### src/rtl/uart_lite_pkg.sv
// Shared definitions for the UART-Lite AXI4-lite responder.
// Contents: register address enums, STAT/CTRL bit positions,
// AXI response codes and the read/write FSM state types.
package uart_lite_pkg;

    typedef enum logic [3:0] {
        RX_FIFO  = 4'h0,
        STAT_REG = 4'h8
    } raddr_type;

    typedef enum logic [3:0] {
        TX_FIFO  = 4'h4,
        CTRL_REG = 4'hC
    } waddr_type;

    localparam int STAT_RX_VALID = 0;
    localparam int STAT_RX_FULL  = 1;
    localparam int STAT_TX_EMPTY = 2;
    localparam int STAT_TX_FULL  = 3;
    localparam int STAT_INTR_EN  = 4;
    localparam int STAT_OVERRUN  = 5;

    localparam int CTRL_TX_CLR   = 0;
    localparam int CTRL_RX_CLR   = 1;
    localparam int CTRL_INTR_SET = 4;

    localparam logic [1:0] RESP_OKAY   = 2'b00;
    localparam logic [1:0] RESP_SLVERR = 2'b10;

    typedef enum logic { W_IDLE, W_RESP } wstate_t;
    typedef enum logic { R_IDLE, R_DATA } rstate_t;

endpackage

### src/rtl/byte_fifo.sv
// Synchronous byte FIFO with push, pop and clear.
// Ports:
//   clk, rst     clock and synchronous active-high reset
//   push, din    enqueue a byte (taken when not full, or full with a pop)
//   pop          dequeue the head (ignored when empty)
//   clear        empties the FIFO; wins over a same-cycle push/pop
//   dout         head entry (valid when !empty)
//   full, empty  occupancy flags
module byte_fifo #(
    parameter int DEPTH = 16,
    parameter int AW    = 4
) (
    input  logic       clk,
    input  logic       rst,
    input  logic       push,
    input  logic       pop,
    input  logic       clear,
    input  logic [7:0] din,
    output logic [7:0] dout,
    output logic       full,
    output logic       empty
);

    logic [7:0]  r_mem [DEPTH];
    logic [AW:0] r_wr_ptr;
    logic [AW:0] r_rd_ptr;
    logic        w_do_push;
    logic        w_do_pop;

    // Pointers carry one extra bit: equal low bits with differing MSBs means full.
    assign empty = (r_wr_ptr == r_rd_ptr);
    assign full  = (r_wr_ptr[AW] != r_rd_ptr[AW]) &&
                   (r_wr_ptr[AW-1:0] == r_rd_ptr[AW-1:0]);

    // A pop on a full FIFO frees the slot the same-cycle push lands in.
    assign w_do_pop  = pop && !empty;
    assign w_do_push = push && (!full || w_do_pop);
    assign dout      = r_mem[r_rd_ptr[AW-1:0]];

    always_ff @(posedge clk) begin
        if (rst || clear) begin
            r_wr_ptr <= '0;
            r_rd_ptr <= '0;
        end else begin
            if (w_do_push) r_wr_ptr <= r_wr_ptr + 1'b1;
            if (w_do_pop)  r_rd_ptr <= r_rd_ptr + 1'b1;
        end
    end

    // NOTE: storage has no reset; the pointers alone decide which entries are live.
    always_ff @(posedge clk) begin
        if (w_do_push) r_mem[r_wr_ptr[AW-1:0]] <= din;
    end

endmodule

### src/rtl/uart_lite_responder.sv
// AXI4-lite slave with the 4-register UART-Lite map, backed by an RX and a TX
// byte FIFO. Host bytes arrive on rx_t*, CPU-written TX bytes leave on tx_t*.
// Ports:
//   clk, rst                  clock, synchronous active-high reset
//   uart_axi_ar*/r*           read address / read data channels
//   uart_axi_aw*/w*/b*        write address / data / response channels
//   rx_tdata/tvalid/tready    inbound byte stream (into RX FIFO)
//   tx_tdata/tvalid/tready    outbound byte stream (head of TX FIFO)
module uart_lite_responder
    import uart_lite_pkg::*;
#(
    parameter int FIFO_DEPTH = 16,
    parameter int FIFO_AW    = 4
) (
    input  logic        clk,
    input  logic        rst,
    input  logic [3:0]  uart_axi_araddr,
    input  logic        uart_axi_arvalid,
    output logic        uart_axi_arready,
    output logic [31:0] uart_axi_rdata,
    output logic [1:0]  uart_axi_rresp,
    output logic        uart_axi_rvalid,
    input  logic        uart_axi_rready,
    input  logic [3:0]  uart_axi_awaddr,
    input  logic        uart_axi_awvalid,
    output logic        uart_axi_awready,
    input  logic [31:0] uart_axi_wdata,
    input  logic [3:0]  uart_axi_wstrb,
    input  logic        uart_axi_wvalid,
    output logic        uart_axi_wready,
    output logic [1:0]  uart_axi_bresp,
    output logic        uart_axi_bvalid,
    input  logic        uart_axi_bready,
    input  logic [7:0]  rx_tdata,
    input  logic        rx_tvalid,
    output logic        rx_tready,
    output logic [7:0]  tx_tdata,
    output logic        tx_tvalid,
    input  logic        tx_tready
);

    wstate_t    r_wstate, w_wstate_nxt;
    rstate_t    r_rstate, w_rstate_nxt;
    logic [1:0] r_bresp, w_bresp_nxt;
    logic [7:0] r_rdata, w_rdata_nxt;
    logic       r_overrun;
    logic       r_intr_en;

    logic       w_tx_push, w_tx_clear, w_rx_clear, w_intr_set;
    logic       w_rx_pop, w_stat_rd;
    logic       w_rx_full, w_rx_empty, w_tx_full, w_tx_empty;
    logic [7:0] w_rx_dout;
    logic [7:0] w_stat;

    // Byte lanes above [7:0] and the strobes carry no meaning here.
    logic       w_unused;
    assign w_unused = ^{uart_axi_wstrb, uart_axi_wdata[31:8]};

    byte_fifo #(.DEPTH(FIFO_DEPTH), .AW(FIFO_AW)) u_rx_fifo (
        .clk   (clk),
        .rst   (rst),
        .push  (rx_tvalid && rx_tready),
        .pop   (w_rx_pop),
        .clear (w_rx_clear),
        .din   (rx_tdata),
        .dout  (w_rx_dout),
        .full  (w_rx_full),
        .empty (w_rx_empty)
    );

    byte_fifo #(.DEPTH(FIFO_DEPTH), .AW(FIFO_AW)) u_tx_fifo (
        .clk   (clk),
        .rst   (rst),
        .push  (w_tx_push),
        .pop   (tx_tvalid && tx_tready),
        .clear (w_tx_clear),
        .din   (uart_axi_wdata[7:0]),
        .dout  (tx_tdata),
        .full  (w_tx_full),
        .empty (w_tx_empty)
    );

    assign rx_tready = !w_rx_full;
    assign tx_tvalid = !w_tx_empty;

    always_comb begin
        w_stat                = '0;
        w_stat[STAT_RX_VALID] = !w_rx_empty;
        w_stat[STAT_RX_FULL]  = w_rx_full;
        w_stat[STAT_TX_EMPTY] = w_tx_empty;
        w_stat[STAT_TX_FULL]  = w_tx_full;
        w_stat[STAT_INTR_EN]  = r_intr_en;
        w_stat[STAT_OVERRUN]  = r_overrun;
    end

    // Write channel: address and data are only ever taken together.
    // NOTE: every output of this block gets a default first so no latch is inferred.
    always_comb begin
        w_wstate_nxt     = r_wstate;
        w_bresp_nxt      = r_bresp;
        uart_axi_awready = 1'b0;
        uart_axi_wready  = 1'b0;
        w_tx_push        = 1'b0;
        w_tx_clear       = 1'b0;
        w_rx_clear       = 1'b0;
        w_intr_set       = 1'b0;
        case (r_wstate)
            W_IDLE: begin
                if (uart_axi_awvalid && uart_axi_wvalid && !rst) begin
                    uart_axi_awready = 1'b1;
                    uart_axi_wready  = 1'b1;
                    w_wstate_nxt     = W_RESP;
                    w_bresp_nxt      = RESP_SLVERR;
                    case (uart_axi_awaddr)
                        TX_FIFO: begin
                            w_tx_push   = 1'b1;
                            w_bresp_nxt = RESP_OKAY;
                        end
                        CTRL_REG: begin
                            w_tx_clear  = uart_axi_wdata[CTRL_TX_CLR];
                            w_rx_clear  = uart_axi_wdata[CTRL_RX_CLR];
                            w_intr_set  = uart_axi_wdata[CTRL_INTR_SET];
                            w_bresp_nxt = RESP_OKAY;
                        end
                        default: ;
                    endcase
                end
            end
            W_RESP:  if (uart_axi_bready) w_wstate_nxt = W_IDLE;
            default: w_wstate_nxt = W_IDLE;
        endcase
    end

    // Read channel: data is captured at address acceptance and held until rready.
    always_comb begin
        w_rstate_nxt     = r_rstate;
        w_rdata_nxt      = r_rdata;
        uart_axi_arready = 1'b0;
        w_rx_pop         = 1'b0;
        w_stat_rd        = 1'b0;
        case (r_rstate)
            R_IDLE: begin
                if (uart_axi_arvalid && !rst) begin
                    uart_axi_arready = 1'b1;
                    w_rstate_nxt     = R_DATA;
                    w_rdata_nxt      = '0;
                    case (uart_axi_araddr)
                        RX_FIFO: begin
                            w_rx_pop    = !w_rx_empty;
                            w_rdata_nxt = w_rx_empty ? 8'h00 : w_rx_dout;
                        end
                        STAT_REG: begin
                            w_stat_rd   = 1'b1;
                            w_rdata_nxt = w_stat;
                        end
                        default: ;
                    endcase
                end
            end
            R_DATA:  if (uart_axi_rready) w_rstate_nxt = R_IDLE;
            default: w_rstate_nxt = R_IDLE;
        endcase
    end

    // NOTE: state is updated with non-blocking assignments so every register samples pre-edge values.
    always_ff @(posedge clk) begin
        if (rst) begin
            r_wstate  <= W_IDLE;
            r_rstate  <= R_IDLE;
            r_bresp   <= RESP_OKAY;
            r_rdata   <= '0;
            r_overrun <= 1'b0;
            r_intr_en <= 1'b0;
        end else begin
            r_wstate <= w_wstate_nxt;
            r_rstate <= w_rstate_nxt;
            r_bresp  <= w_bresp_nxt;
            r_rdata  <= w_rdata_nxt;
            if (w_intr_set) r_intr_en <= 1'b1;
            // A refused byte sets overrun unless a CPU pop is freeing space this cycle;
            // a fresh overrun outranks the clear-on-STAT-read of the old value.
            if (w_rx_clear)                                r_overrun <= 1'b0;
            else if (rx_tvalid && w_rx_full && !w_rx_pop)  r_overrun <= 1'b1;
            else if (w_stat_rd)                            r_overrun <= 1'b0;
        end
    end

    assign uart_axi_bvalid = (r_wstate == W_RESP);
    assign uart_axi_bresp  = r_bresp;
    assign uart_axi_rvalid = (r_rstate == R_DATA);
    assign uart_axi_rdata  = {24'h0, r_rdata};
    assign uart_axi_rresp  = RESP_OKAY;

endmodule

### config.mk
export PLATFORM = sky130hd
export DESIGN_NAME = uart_lite_responder
export DESIGN_NICKNAME = d
export VERILOG_FILES = /design/src/rtl/uart_lite_pkg.sv /design/src/rtl/byte_fifo.sv /design/src/rtl/uart_lite_responder.sv
export SDC_FILE = /design/constraint.sdc
export NUM_CORES = 1
export LEC_CHECK = 0
export CAP_MARGIN = 20
export CORE_ASPECT_RATIO = 0.6
export CORE_MARGIN = 2
export CORE_UTILIZATION = 45
export CTS_CLUSTER_DIAMETER = 150
export CTS_CLUSTER_SIZE = 28
export DETAILED_ROUTE_END_ITERATION = 8
export PLACE_DENSITY_LB_ADDON = 0.1
export SLEW_MARGIN = 20
export SYNTH_ARGS = -nofsm -noshare
export SYNTH_HDL_FRONTEND = slang
export SYNTH_SLANG_ARGS = --single-unit
### constraint.sdc
create_clock -name clk -period 4 [get_ports clk]
set_input_delay 0.8 -clock clk [delete_from_list [all_inputs] [get_ports clk]]
set_output_delay 0.8 -clock clk [all_outputs]
set_load 0.03 [all_outputs]
==> impl_metrics.py, run 1 <==
metrics = {
    "route": {
        "drc": 0,
        "initialDrtViolationCount": 417,
        "routedWlPerCell_um": 22.41,
        "via_per_inst": 5.443,
        "ant_nets": 0,
        "drt_pass1_iterations": 5,
        "vias": 5857,
        "wirelength_um": 24120,
    },
    "cells_and_area": {
        "area_delta_synth_final_pct": 11.75,
        "drive_gt1_share_pct": 18.44,
        "post-route-cell-area_mm2": 0.01330,
        "antenna_cells": 0,
        "final_nets": 785,
    },
    "sta": {
        "skew_ns": 0.01446,
        "setup_viol": 0,
        "tns_ns": 0,
        "fin_crit_sh_pct": 94.95,
        "finalHoldViolCount": 0,
        "max_freq_mhz": 263.3,
        "tightest_slew_ns": 1.002,
        "rsz0062_at_grt": "no",
        "finalCriticalPeriod_ns": 3.798,
        "final-max-slew-violation-count": 0,
        "max_slew_margin_pct": 33.09,
    },
    "grt": {
        "grt_max_degree": 33,
        "grtUsageTotal_pct": 17.67,
        "grt_pass1_vias": 5898,
        "gr-total-overflow": 0,
        "antenna_found_initial": 0,
        "grt_pass1_wl_um": 36400,
    },
    "power": {
        "p_int_uw": 4144,
        "p_leak_uw": 0.004182,
        "pwr-share-clk_pct": 30.6,
        "powerDensity_mw_per_mm2": 390.5,
        "pwr-share-comb_pct": 4.2,
        "switchingPower_uw": 1051,
        "ir_worst_vdd_uv": 225.0,
        "pwr-share-seq_pct": 65.2,
        "p_sw_share_pct": 20.23,
    },
    "synth": {
        "synth-compound-area-share_pct": 2.775,
        "synthesis.area_mm2": 0.01190,
        "synth_mux_area_share_pct": 15.21,
        "synth_edf_count": 256,
        "avgSynthCellArea_um2": 18.40,
        "synth_commonest_cells": "edfxtp_1, mux4_2, nor2_1, dfxtp_1, buf_4",
        "synthXorXnorAreaFrac_pct": 1.766,
        "synth.distinct_cells": 49,
        "synth_top_family_by_area": "multiplexers",
        "synth-simple-area-share_pct": 4.551,
        "ys_seq_area_share_pct": 71.47,
        "synthCells": 647,
        "synth_fa_ha_area_share_pct": 1.051,
        "synth_async_sr_flop_share_pct": 0,
        "yosysTopAreaCell": "edfxtp_1",
        "yosysWarnings": 0,
        "synth_top_area_share_pct": 64.58,
        "yosys_register_bits": 297,
        "synthMostInstantiatedCell": "edfxtp_1",
        "synth_top_flop_cell": "edfxtp_1",
        "ys_top_cells_by_area": "edfxtp_1, mux4_2, dfxtp_1",
    },
    "clocking": {
        "clk_pin_slew_ns": 0.10,
        "cts_tree": "built",
        "clock_latency_ns": 0.49,
        "cts_resized": 0,
        "cts_made_buffers": 14,
        "postCtsSetupBuffers": 0,
        "htree_levels": 1,
        "cts.sinks": 297,
        "cts_buffer_depth": 3,
        "cts.hold.buffers_added": 0,
        "cts-root-buf": "clkbuf_16",
    },
    "floorplan": {
        "dieArea_mm2": 0.02781,
        "start_util_pct": 45.46,
        "die_w_um": 214.0,
        "ios": 112,
        "die-height_um": 130.0,
        "core_mm2": 0.02619,
        "num_rows": 46,
    },
    "worst_hold_path": {
        "min_path_type": "reg -> reg",
    },
    "critical_path": {
        "setup.worst_path.start_class": "flop",
        "worst-setup-path-type": "reg -> out",
        "cp.arrival_ns": 3.00,
        "crit_fanout": 24,
        "worstPathRequired_ns": 3.20,
        "endpoint_kind": "output pin",
    },
    "placement": {
        "finalWeightedCongestion": 0.7645,
        "placed_cell_area_mm2": 0.01290,
        "port_buffers": 56,
        "place.detailed.hpwl_um": 16390,
    },
    "outcome": {
        "status": "finished clean",
    },
    "run": {
        "cap_violations": 0,
    },
}
==> final cells by class <==
class | count | area, um2
clock buffers | 17 | 382.9
clock inverters | 1 | 16.27
fillers | 2085 | 12880
inverters | 9 | 33.78
multi-input cells | 308 | 3126
flip-flops and latches | 297 | 8511
well taps | 360 | 450.4
repair buffers | 84 | 783.3
==> logic make-up after synthesis <==
kind of cell,after synthesis
flops,297
compound gates,49
xor+xnor,24
buf+inv,68
simple gates,108
mux,90
fa+ha+maj,10
other cells,1
==> worst paths after layout <==
path                            startpoint           to  slack, ns  cells after the start
worst max-delay path                  flop  tx_tdata[1]       0.20                      4
worst min-delay path            r_rdata[0]   r_rdata[0]       0.47                      2
worst max register to register        flop   r_rdata[5]       1.35                      5
worst min register to register  r_rdata[0]   r_rdata[0]       0.47                      2
==> metal layers <==
layer / up-vias / global-route usage, % / wire, um
met5: - / 0 / 0
met4: 0 / 2.962 / 275
met3: 18 / 3.147 / 1522
met2: 178 / 25.04 / 9968
met1: 3035 / 28.77 / 12350
li1: 2626 / - / -
==> critical path, stage by stage (launching register included) <==
cell             delay [ns]
dfxtp_2                0.56
buf_12                 0.27
mux4_2                 0.58
mux4_2                 0.47
clkdlybuf4s50_1        0.61
==> power groups by stage <==
stage | Combinational, uW | Sequential, uW | Clock [uW]
2_1_floorplan | 129 | 3460 | 0
4_1_cts | 218 | 3390 | 1640
3_5_place_dp | 218 | 3460 | 0
6_report | 217 | 3390 | 1590
5_1_grt | 238 | 3390 | 1740
3_3_place_gp | 211 | 3460 | 0
==> sequential cells by signal, indices dropped and copies added (netlist names), named ones only <==
name	cells
u_rx_fifo.r_mem	128
r_overrun	1
u_tx_fifo.r_mem	128
uart_axi_bvalid	1
u_rx_fifo.r_rd_ptr	5
uart_axi_bresp	1
u_rx_fifo.r_wr_ptr	5
u_tx_fifo.r_wr_ptr	5
uart_axi_rvalid	1
r_intr_en	1
u_tx_fifo.r_rd_ptr	5
r_rdata	8
==> layout by cell type (no fill, tap or decap), types with 13 or more instances in the layout <==
cell               n
buf_4             27
xnor2_1           15
mux4_2            72
clkbuf_16         15
a21oi_1           16
edfxtp_1         256
nor2_1            46
clkdlybuf4s50_1   56
dfxtp_1           39
and3_1            13
conb_1            27
==> stage by stage <==
| stage | setup WS, ns | power, uW | util (%) | hold WS (ns) | std cells |
|---|---|---|---|---|---|
| 6_report | 0.2020 | 5195 | 50.80 | 0.4664 | 1076 |
| 5_1_grt | 0.04015 | 5370 | 50.80 | 0.4995 | 1076 |
| 4_1_cts | 0.1088 | 5249 | 50.80 | 0.4672 | 1076 |
| 3_5_place_dp | 0.6482 | 3677 | 49.27 | 0.4483 | 1058 |
| 3_3_place_gp | 0.6751 | 3669 | 49.27 | 0.4498 | 1058 |
| 2_1_floorplan | 1.096 | 3589 | - | 0.4377 | 673 |
Note: power is estimated with default switching activity, not from simulation.
==> run 2: changes to the inputs <==
- CORE_MARGIN: 2 -> unset
==> run 2 against run 1 <==
Compared with the run above:
- sequential share of layout area grew 0.066 points
- maximum frequency is 5.1% higher
- die area decreased by 2.5%
- worst hold slack lost 0.0049 ns
- non-clock buffer count down 1
- critical path depth unchanged
- largest cell class unchanged
==> impl_metrics.py, run 2 (synthesis results as in run 1) <==
metrics = {
    "sta": {
        "tns_ns": 0,
        "final-max-slew-violation-count": 0,
        "tightest_slew_ns": 0.9633,
        "finalCriticalPeriod_ns": 3.614,
        "max_freq_mhz": 276.7,
        "finalWorstSetupSlack_ns": 0.3857,
        "setup_viol": 0,
        "skew_ns": 0.01663,
        "rsz0062_at_grt": "no",
        "finalHoldViolCount": 0,
        "max_slew_margin_pct": 35.65,
        "fin_crit_sh_pct": 90.36,
    },
    "floorplan": {
        "dieArea_mm2": 0.02713,
        "die-height_um": 128.0,
        "num_rows": 45,
        "core_mm2": 0.02562,
        "start_util_pct": 46.47,
        "die_w_um": 212.0,
        "ios": 112,
    },
    "cells_and_area": {
        "stdcell_count": 1068,
        "drive_gt1_share_pct": 18.30,
        "post-route-cell-area_mm2": 0.01329,
        "final_nets": 784,
        "area_delta_synth_final_pct": 11.64,
        "postLayoutCoreUtil_pct": 51.87,
        "final_common_cell": "edfxtp_1",
        "mostFrequentLayoutCells": "edfxtp_1, mux4_2, clkdlybuf4s50_1",
        "antenna_cells": 0,
    },
    "outcome": {
        "status": "finished clean",
    },
    "clocking": {
        "clk_pin_slew_ns": 0.11,
        "cts.sinks": 297,
        "htree_levels": 1,
        "cts_tree": "built",
        "cts_buffer_depth": 3,
        "cts_resized": 0,
        "postCtsSetupBuffers": 0,
        "cts_made_buffers": 14,
        "cts-root-buf": "clkbuf_16",
        "cts.hold.buffers_added": 0,
        "clock_latency_ns": 0.49,
    },
    "critical_path": {
        "worst-setup-path-type": "reg -> out",
        "endpoint_kind": "output pin",
        "reg2reg_to": "r_rdata[7]",
        "worstPathRequired_ns": 3.20,
        "crit_fanout": 32,
        "ff2ff_path_depth": 5,
        "setup.worst_path.start_class": "flop",
        "cp.arrival_ns": 2.81,
        "reg2reg_slack_ns": 1.39,
    },
    "route": {
        "initialDrtViolationCount": 673,
        "ant_nets": 0,
        "vias": 5873,
        "routedWlPerCell_um": 22.16,
        "drc": 0,
        "wirelength_um": 23670,
        "drt_pass1_iterations": 5,
        "via_per_inst": 5.499,
    },
    "placement": {
        "dp_cells": 1049,
        "port_buffers": 56,
        "placed_cell_area_mm2": 0.01289,
        "finalWeightedCongestion": 0.7517,
        "place.detailed.hpwl_um": 15750,
        "pre_cts_ws_ns": 0.6540,
    },
    "power": {
        "p_int_uw": 4148,
        "p_sw_share_pct": 20.31,
        "switchingPower_uw": 1057,
        "powerDensity_mw_per_mm2": 391.7,
        "pwr-share-seq_pct": 65.1,
        "pwr-share-clk_pct": 30.8,
        "p_leak_uw": 0.004178,
        "pwr-share-comb_pct": 4.1,
        "ir_worst_vdd_uv": 294.3,
    },
    "grt": {
        "antenna_found_initial": 0,
        "grtUsageTotal_pct": 18.27,
        "grt_pass1_wl_um": 36430,
        "gr-total-overflow": 0,
        "grt_pass1_vias": 5947,
        "grt_max_degree": 33,
    },
    "worst_hold_path": {
        "worstHoldPathCells": 2,
        "min_from": "r_rdata[0]",
        "min_path_type": "reg -> reg",
        "min_to": "r_rdata[0]",
    },
    "run": {
        "cap_violations": 0,
    },
}
## run 2: cell type report
| class | count | area [um2] |
|---|---|---|
| tap | 352 | 440.4 |
| clock inverter | 1 | 16.27 |
| timing repair buffer | 83 | 775.7 |
| multi-input combinational | 308 | 3126 |
| fill | 2029 | 12330 |
| sequential | 297 | 8511 |
| clock buffer | 18 | 386.6 |
| inverter | 9 | 33.78 |
## run 2: worst max-delay path by stage
stage	to	slack (ns)	cells past startpoint
after floorplan	u_tx_fifo.r_mem[2][0]	1.10	5
after global routing	tx_tdata[5]	0.25	4
after global placement	u_rx_fifo.r_rd_ptr[4]	0.73	7
after CTS	tx_tdata[5]	0.35	4
final	tx_tdata[5]	0.39	4
after detailed placement	u_rx_fifo.r_rd_ptr[4]	0.65	7
## run 2: per-stage QoR
stage                     hold WS (ns)  total power [uW]
after global routing            0.5133              5375
after detailed placement        0.4476              3676
after global placement          0.4402              3668
after floorplan                 0.4377              3589
after CTS                       0.4661              5256
final                           0.4615              5205
## run 2: critical path, cell delays in order (launching register included)
cell             delay (ns)
dfxtp_2                0.36
buf_12                 0.25
mux4_2                 0.58
mux4_2                 0.49
clkdlybuf4s50_1        0.61
## run 2: power by group through the flow
stage / registers, uW / clock network, uW / logic, uW
4_1_cts: 3390 / 1650 / 217
2_1_floorplan: 3460 / 0 / 129
3_5_place_dp: 3460 / 0 / 217
5_1_grt: 3390 / 1750 / 235
3_3_place_gp: 3460 / 0 / 210
6_report: 3390 / 1600 / 215
## run 2: layer usage
layer,up-vias,global-route usage (%),part of all wire [%]
met3,20,2.548,5.4
met2,165,25.42,42
met5,-,0,0
li1,2619,-,-
met4,0,2.685,1.1
met1,3069,30.69,52
